`src/rtl/sprite_commit_sched.sv`:
```
// Sprite object-table commit scheduler: copies staging into the active table on the
// vsync rising edge after a commit request, and arbitrates the single bitmap RAM port.
module sprite_commit_sched #(
    parameter int OBJ_BYTES = 4,
    parameter int BMP_AW    = 5
) (
    input  logic                         clk,
    input  logic                         rst_n,
    input  logic                         vsync_i,
    input  logic                         visible_i,
    input  logic                         commit_req,
    input  logic                         irq_clr,
    output logic [$clog2(OBJ_BYTES)-1:0] stage_addr,
    input  logic [7:0]                   stage_rdata,
    output logic                         act_we,
    output logic [$clog2(OBJ_BYTES)-1:0] act_addr,
    output logic [7:0]                   act_wdata,
    output logic                         stage_lock,
    output logic                         busy,
    output logic                         irq,
    input  logic                         rend_req,
    input  logic [BMP_AW-1:0]            rend_addr,
    output logic                         rend_gnt,
    input  logic                         hb_req,
    input  logic [BMP_AW-1:0]            hb_addr,
    input  logic [7:0]                   hb_wdata,
    input  logic                         bmp_wr_en,
    output logic                         hb_gnt,
    output logic [BMP_AW-1:0]            bram_addr,
    output logic                         bram_we,
    output logic [7:0]                   bram_wdata
);

    localparam int CW = $clog2(OBJ_BYTES);

    typedef enum logic [1:0] {IDLE, ARMED, COPY, DONE} state_t;

    state_t        state;
    logic [CW-1:0] cnt;
    logic          pending;
    logic          vsync_q;
    logic          vs_rise;

    assign vs_rise = vsync_i & ~vsync_q;

    always_ff @(posedge clk) begin
        if (!rst_n) begin
            state   <= IDLE;
            cnt     <= '0;
            pending <= 1'b0;
            irq     <= 1'b0;
            vsync_q <= 1'b0;
        end else begin
            vsync_q <= vsync_i;
            // A set from DONE outranks a simultaneous clear.
            if (state == DONE)
                irq <= 1'b1;
            else if (irq_clr)
                irq <= 1'b0;

            case (state)
                IDLE: begin
                    if (commit_req)
                        state <= ARMED;
                end
                ARMED: begin
                    if (vs_rise) begin
                        state <= COPY;
                        cnt   <= '0;
                    end
                end
                COPY: begin
                    if (commit_req)
                        pending <= 1'b1;
                    // Counter parks at 0 so addresses idle low outside the copy.
                    if (cnt == CW'(OBJ_BYTES - 1)) begin
                        state <= DONE;
                        cnt   <= '0;
                    end else begin
                        cnt <= cnt + 1'b1;
                    end
                end
                DONE: begin
                    state   <= (pending | commit_req) ? ARMED : IDLE;
                    pending <= 1'b0;
                end
                default: state <= IDLE;
            endcase
        end
    end

    assign busy       = (state != IDLE);
    assign stage_lock = (state == COPY);
    assign act_we     = (state == COPY);
    assign stage_addr = cnt;
    assign act_addr   = cnt;
    assign act_wdata  = (state == COPY) ? stage_rdata : 8'h00;

    // Grant is combinational; everything is forced low while reset is held.
    always_comb begin
        rend_gnt   = 1'b0;
        hb_gnt     = 1'b0;
        bram_addr  = '0;
        bram_wdata = 8'h00;
        if (rst_n) begin
            if (visible_i) begin
                rend_gnt = rend_req;
                hb_gnt   = hb_req & ~rend_req;
            end else begin
                hb_gnt   = hb_req;
                rend_gnt = rend_req & ~hb_req;
            end
            bram_addr  = hb_gnt ? hb_addr : rend_addr;
            bram_wdata = hb_wdata;
        end
        bram_we = hb_gnt & bmp_wr_en;
    end

endmodule

```
`config.mk`:
```
export PLATFORM = sky130hd
export DESIGN_NAME = sprite_commit_sched
export DESIGN_NICKNAME = d
export VERILOG_FILES = /design/src/rtl/sprite_commit_sched.sv
export SDC_FILE = /design/constraint.sdc
export NUM_CORES = 1
export LEC_CHECK = 0
export BUFFER_PORTS_ARGS = -buffer_cell sky130_fd_sc_hd__buf_2
export CAP_MARGIN = 20
export CORE_MARGIN = 3
export CORE_UTILIZATION = 31
export CTS_CLUSTER_DIAMETER = 100
export DETAILED_ROUTE_END_ITERATION = 7
export PLACE_DENSITY_LB_ADDON = 0.3
export SYNTH_ARGS = -nofsm -noshare
export SYNTH_HDL_FRONTEND = slang
export SYNTH_SLANG_ARGS = --single-unit
```
`constraint.sdc`:
```
create_clock -name clk -period 1.3 [get_ports clk]
set_clock_uncertainty 0.05 [all_clocks]
set_input_delay 0.195 -clock clk [delete_from_list [all_inputs] [get_ports clk]]
set_output_delay 0.195 -clock clk [all_outputs]
set_load 0.05 [all_outputs]
```
* Word level (Yosys, flattened, before mapping)
Cells that the tools add are included.
Widths: inputs -> output; s select.
** Operators by class
- Add/subtract/negate cells :: 1
- Eq/ne operators :: 8
- Muxes and demuxes :: 21
- Bitwise gates (word level) :: 8
- Reduce and logical (&&, ||, !) cells :: 8
** Operator list (count)
- $mux 8 :: 2
- $mux 2 :: 5
- $mux 5 :: 2
- $mux 1 :: 9
- $pmux 2 s4 :: 1
- $reduce_bool 2->1 :: 4
- $eq 2x2->1 const B :: 3
- $ne 2x2->1 const B :: 3
- $and 1x1->1 :: 4
- $pmux 2 s2 :: 1
- $reduce_and 2->1 :: 2
- $not 1->1 :: 3
- $reduce_and 3->1 :: 1
- $add 2x1->2 const B :: 1
- $eq 2x1->1 const B :: 1
- $logic_not 2->1 :: 1
- $ne 2x1->1 const B :: 1
- $pmux 1 s2 :: 1
- $or 1x1->1 :: 1
** Word-level totals
- Bits in registers :: 7
- Logic and storage cells :: 51

* Longest topological paths before layout
Gate-level depths: netlist (run 1).
- Depth in word-level cells :: 6
- Depth in mapped cells :: 6
- Gate-level depth less buffers :: 6

* Least setup slack after synthesis (run 1)
No wires, ideal clock.
- Path type :: reg2out
- From :: register state[0]
- To :: output port act_wdata[0]
- Arrival time :: 1.662 ns
- Data required time :: 1.055 ns
- Slack :: -0.607 ns
- Cell stages (with the launch flop) :: 5
- Path buffers :: 1
- Cells stage by stage :: dfxtp_1 > inv_1 > ha_1 > buf_2 > and2_1
** On the way
- Longest elaborated chain between the ends :: 2
** Ends and longest elaborated chain
- from (decl) :: RTL line 38 : state_t state;
- from (signal assigned) :: RTL line 84 : state <= (pending | commit_req) ? ARMED : IDLE;
- $eq 2x2->1
- named net act_we :: RTL line 15 : output logic act_we,
- $mux 8 :: RTL line 97 : assign act_wdata = (state == COPY) ? stage_rdata : 8'h00;
- to (decl) :: RTL line 17 : output logic [7:0] act_wdata,
The timed path passes the listed nets, and every way through them passes these cells.

* Worst setup path after layout (run 1)
- From :: register state[0]
- To :: output port act_we
** On the way
- Longest elaborated chain between the ends :: 1
** Ends and longest elaborated chain
- $eq 2x2->1 :: RTL line 94 : assign act_we = (state == COPY);
- to (decl) :: RTL line 15
No other way between the ends.

==> results.md, run 1 <==
* Outcome: finished with violations
* Violated checks: setup timing
* WL final at 2070 um
* Die height at 52.4 um
* Floorplan Core Area at 0.00200 sq mm
* Commonest non-fill, non-tap cells in the layout: 47 x sky130_fd_sc_hd__buf_2, 10 x sky130_fd_sc_hd__and2_1, 10 x sky130_fd_sc_hd__buf_6, 9 x sky130_fd_sc_hd__buf_8, 8 x sky130_fd_sc_hd__buf_4
* Arithmetic-cell share of the synthesized area counting full adders, half adders and majority gates at 11.2%
* Buffer and inverter count on the worst path at 3
* Cell family contributing the most delay on the critical path: buffers and inverters
* Maximum achievable frequency at 701 MHz
* Number of enable flip-flop cells after synthesis at 0
* Crit end category: output pin
* Detailed router's first-iteration violation count at 5
* Final Hold Viols at 0
* Final period utilization at 110%
* Root buffer selected by CTS: sky130_fd_sc_hd__clkbuf_4
* Delay contributed by the slowest stage of the critical path at 0.35 ns
* CP required at 1.05 ns
* Proportion of layout cells with a drive suffix above 1 at 72.2%
* Count of vias placed by the detailed router at 784
* Vias in the first global route at 761
* Average instance area after synthesis at 8.46 sq um
* Worst-path cell chain: inv_6 -> ha_4 -> buf_4 -> buf_6
* Cell variety after synth at 26
* Async set-reset flop share out of synthesis at 0%
* Clock slew seen by the registers of the worst setup and hold paths at 0.05 ns
* Clock latency on the worst-skew pair at 0.24 ns
* FF+latch count, synth at 7
* Slowest stage cell, crit path: sky130_fd_sc_hd__dfxtp_4
* Minimum clock period after layout at 1.43 ns
* CP max FO at 11
* Syn nets at 120
* Pin count of the biggest net entering global routing at 25
* Filler Cells Inserted at 152
* Share of synthesized area spent on multiplexers at 10.5%
* Worst Hold Endpoint: vsync_q
* Number of cells after detailed placement at 171
* Longest Clk Path Bufs at 2
* Post-layout utilization of the core at 66.9%
* Final max-slew violation count at 0
* Maximum level of the CTS H-tree at 1
* Cell Rows at 16
* Syn-to-layout area delta at 100%
* Full die area at 0.00275 sq mm
* Multi-input combinational cell area at 556 sq um
* Floorplan die width at 52.4 um
* Total stage count of the critical path at 4
* Leading cell type in the layout, fill and taps excluded: sky130_fd_sc_hd__buf_2
* Sequential cell area at 150 sq um
* Via-per-instance ratio at 4.40
* Setup WS post-layout at -0.126 ns
* Fraction of the mapped netlist area in compound gates at 15.7%
* R2R Path End: state[1]
* Power Density at 1670 mW/mm^2
* R2r setup slk at -0.02 ns
* Num Clock Sinks at 7
* Worst slew pin tran at 0.292 ns
* Cell area after synthesis at 668 sq um
* Detailed placement HPWL at 1570 um
* Worst setup path category: flip-flop to output pin
* Routed wire per std cell at 11.6 um
* LEAKAGE at 0.683 nW
* Portion of the post-synthesis area used by sequential elements at 21.0%
* Final number of setup-violating endpoints at 13
* Antenna violations before repair at 0
* Total of warnings raised by yosys at 0
* Data arrival time of the critical path at 1.18 ns
* Overall global routing resource usage at 15.1%
* TritonCTS clock tree: built
* Count of hold buffers inserted by post-cts repair at 0
* Worst Hold Class: input pin to flip-flop
* Worst slew margin relative to its limit at 80.6%
* Initial Util at 33.4%
* # port buffers at 66
* Worst-case vdd ir drop at 0.985 mV
* First-pass GRT wire length at 3130 um
* Post-Synth XOR/XNOR Area at 0%
* Reg2reg start: state[0]
* Min-Delay Path Depth at 2
* Ant diodes at 0
* Most common flop cell mapped by yosys: sky130_fd_sc_hd__dfxtp_1
* I/O Pins at 67
* Fin cells at 178
* R2R depth at 6
* RSZ-0062 raised after global routing: true
* Post-Synth Simple-Gate Area at 33.5%
* Total number of nets in the final design at 193
* First-pass DRT Iterations at 4
* Global route total overflow at 0
* DRC viols at 0
* Launch point of the worst hold path: vsync_i
* Remaining number of nets flagged by the antenna check after routing at 0
* Post-Place Worst Slack at -0.0605 ns
* Crit path launch type: flip-flop
* Gate Count Post-Synth at 79
* Main combinational cell family by area after synthesis: simple AND/OR/NAND/NOR gates
* Clock buffer count from CTS at 3
* Gp weighted congestion at 0.782
* Max-capacitance violation count at 0
power breakdown:
group	internal (mW)	leakage [nW]	switching, mW	total (mW)
clock	0.117	0.0150	0.0731	0.190
combinational	0.756	0.609	0.952	1.71
sequential	0.282	0.0595	0.0621	0.344
total	1.15	0.683	1.09	2.24
sequential cells by signal, summed over array words and instances (netlist names):
signal,cells
act_addr,2
pending,1
vsync_q,1
state,2
irq,1
cells in the mapped netlist, drive strengths merged, types with 2 or more instances:
master   n  area share [%]
mux2i    7              10
nand2b   2             1.9
dfxtp    7              21
clkbuf   2             1.1
nand2    3             1.7
nor2b   10              10
and2    19              18
inv      5             2.8
a21oi    3             2.2
ha       6              11
buf      4             4.1
area by class of cell:
cell class | instances | share of cell area [%]
timing repair buffer | 74 | 40.6
multi-input combinational | 61 | 41.5
clock buffer | 4 | 1.96
inverter | 5 | 2.24
tap | 27 | 2.52
sequential | 7 | 11.2
per-stage QoR:
| stage | area (sq um) | power [mW] | hold WS (ns) | TNS, ns |
|---|---|---|---|---|
| 6_report | 1340 | 2.24 | 0.136 | -1.13 |
| 5_1_grt | 1340 | 2.38 | 0.136 | -1.98 |
| 4_1_cts | 1330 | 2.24 | 0.130 | -1.28 |
| 3_5_place_dp | 1110 | 1.74 | 0.376 | -0.358 |
| 3_3_place_gp | 1110 | 1.70 | 0.374 | -0.126 |
| 2_1_floorplan | 751 | 1.45 | 0.272 | -0.403 |
logic make-up (layout without fill, tap and decap cells):
logic type	after synthesis	after routing
buffers and inverters	11	83
adders and majority gates	6	6
AOI/OAI and AO/OA	12	12
muxes	7	7
DFF	7	7
and+or+nand+nor	36	36
worst register-to-register path, delay by kind of cell (launching register included):
family / cells / cell delay [ns]
AO/OA/AOI/OAI: 1 / 0.21
adder cells (fa/ha/maj): 1 / 0.18
buffers and inverters: 1 / 0.05
flip-flops: 1 / 0.36
multiplexers: 1 / 0.19
AND/OR/NAND/NOR: 2 / 0.18
timing repair:
item / in CTS / in global routing
setup buffers: 3 / 0
gates resized for setup: 48 / 4
endpoints found under the hold margin: 0 / 0
endpoints found under the setup margin: 18 / 19
pin swaps: 3 / 0
worst max-delay path by stage:
stage	start	to	slack, ns
2_1_floorplan	state[1]	state[1]	-0.18
3_3_place_gp	visible_i	bram_addr[1]	-0.03
3_5_place_dp	visible_i	bram_addr[1]	-0.06
4_1_cts	state[0]	act_we	-0.13
5_1_grt	state[0]	act_wdata[0]	-0.18
6_report	state[0]	act_we	-0.13
routing by layer:
layer  track usage, %  share of wire [%]  up-vias
li1                 -                  -      401
met5                0                  0        -
met2             28.1                 53       48
met4             8.51                  0        0
met1             15.7                 36      335
met3             2.56                 11        0
No activity file was read; power rests on OpenSTA's default activity.
==> inputs of run 2 (changes only) <==
CORE_MARGIN = default   (was 3)
CTS_CLUSTER_SIZE = 12   (was default)
==> run 2 against run 1 <==
The flow still finishes with violations (setup timing). Sequential share of layout area is 0.38 points lower. Fmax shrank 2.5%. Die area shrank 15%. Combinational power is 7% higher. Setup slack lost 0.037 ns. Routed wire length shrank 8.9%. Global-route usage is 3.4 points higher. Critical path type unchanged. Critical endpoint is now act_wdata[0].
==> results.md, run 2 (synthesized netlist as in run 1, its figures left out) <==
* Detailed placement HPWL at 1400 um
* Leading cell type in the layout, fill and taps excluded: sky130_fd_sc_hd__buf_2
* Remaining number of nets flagged by the antenna check after routing at 0
* Total power draw at 2.37 mW
* Worst setup path category: flip-flop to output pin
* Max-capacitance violation count at 0
* Crit end category: output pin
* Worst-case vdd ir drop at 0.899 mV
* Worst-path cell chain: inv_4 -> ha_4 -> buf_12 -> and2_4 -> buf_8
* Worst Hold Class: input pin to flip-flop
* Delay contributed by the slowest stage of the critical path at 0.36 ns
* Fin Hold WS at 0.119 ns
* Post-Place Worst Slack at -0.0678 ns
* Num Clock Sinks at 7
* Antenna violations before repair at 0
* Cell family contributing the most delay on the critical path: flip-flops
* Maximum achievable frequency at 684 MHz
* Detailed router's first-iteration violation count at 3
* Cell Rows at 16
* Total stage count of the critical path at 5
* Maximum level of the CTS H-tree at 1
* Buffer and inverter count on the worst path at 3
* # port buffers at 66
* First-pass GRT wire length at 3420 um
* R2R depth at 8
* Final number of setup-violating endpoints at 16
* Filler Cells Inserted at 160
* Overall global routing resource usage at 18.5%
* Min-Delay Path Depth at 2
* Worst slew pin tran at 0.296 ns
* Pin count of the biggest net entering global routing at 25
* Reg2reg start: state[0]
* Clock slew seen by the registers of the worst setup and hold paths at 0.05 ns
* CP max FO at 6
* Slowest stage cell, crit path: sky130_fd_sc_hd__dfxtp_4
* Crit path launch type: flip-flop
* Die height at 48.4 um
* Final max-slew violation count at 0
* Floorplan Core Area at 0.00200 sq mm
* Vias in the first global route at 827
* CP required at 1.05 ns
* Violated checks: setup timing
* Proportion of layout cells with a drive suffix above 1 at 72.9%
* Setup WS post-layout at -0.163 ns
* RSZ-0062 raised after global routing: true
* Final standard cell area without fillers at 0.00139 sq mm
* Data arrival time of the critical path at 1.22 ns
* Fin cells at 182
* Syn-to-layout area delta at 107%
* WL final at 1880 um
* Root buffer selected by CTS: sky130_fd_sc_hd__clkbuf_4
* Initial Util at 33.4%
* Commonest non-fill, non-tap cells in the layout: 46 x sky130_fd_sc_hd__buf_2, 16 x sky130_fd_sc_hd__buf_6, 10 x sky130_fd_sc_hd__and2_1, 8 x sky130_fd_sc_hd__and2_4, 8 x sky130_fd_sc_hd__buf_4
* Sequential cell area at 150 sq um
* Number of cells after detailed placement at 171
* Ant diodes at 0
* Clock buffer count from CTS at 3
* Global route total overflow at 0
* Minimum clock period after layout at 1.46 ns
* LEAKAGE at 0.707 nW
* Worst slew margin relative to its limit at 80.2%
* Placed Instance Area at 0.00111 sq mm
* Multi-input combinational cell area at 568 sq um
* Longest Clk Path Bufs at 2
* Power Density at 1710 mW/mm^2
* Floorplan die width at 48.4 um
* Final period utilization at 113%
* I/O Pins at 67
* TritonCTS clock tree: built
* Launch point of the worst hold path: vsync_i
* Full die area at 0.00234 sq mm
* Total number of nets in the final design at 197
* Critical path origin: state[0]
* Via-per-instance ratio at 4.40
* First-pass DRT Iterations at 3
* Count of hold buffers inserted by post-cts repair at 0
* Count of vias placed by the detailed router at 800
* DRC viols at 0
* Final Hold Viols at 0
* Clock latency on the worst-skew pair at 0.25 ns
* Outcome: finished with violations
* Routed wire per std cell at 10.3 um
* Gp weighted congestion at 0.705
-- run 2: area by class of cell --
| cell class | count | share of cell area, % |
|---|---|---|
| inverters | 5 | 1.99 |
| flip-flops and latches | 7 | 10.8 |
| multi-input cells | 61 | 41.0 |
| clock buffers | 4 | 1.90 |
| well taps | 27 | 2.44 |
| repair buffers | 78 | 41.9 |
-- run 2: worst paths after layout --
path                  end  slack (ns)
max          act_wdata[0]       -0.16
min               vsync_q        0.12
max reg2reg       pending       -0.11
min reg2reg   act_addr[1]        0.50
-- run 2: power by group --
part	internal, mW	switching (mW)
Clock	0.117	0.0830
Sequential	0.282	0.0575
Combinational	0.854	0.978
Total	1.25	1.12
-- run 2: metrics by stage --
step | TNS (ns) | util, %
after floorplan | -0.403 | -
after global placement | -0.148 | 55.5
after detailed placement | -0.367 | 55.5
after CTS | -1.93 | 67.4
after global routing | -2.90 | 69.3
final | -1.93 | 69.3
-- run 2: per-layer routing --
metal,part of all wire (%),vias up,track usage (%)
met2,52,51,36.9
met3,9.8,3,3.77
met5,0,-,0
met4,1.7,0,10.3
li1,-,413,-
met1,37,333,17.2
-- run 2: timing repair --
action	in CTS	in global routing
cloned	0	0
setup buffers	7	0
setup endpoints to repair	18	21
endpoints found under the hold margin	0	0
pin swaps	4	3
resized for setup	46	8
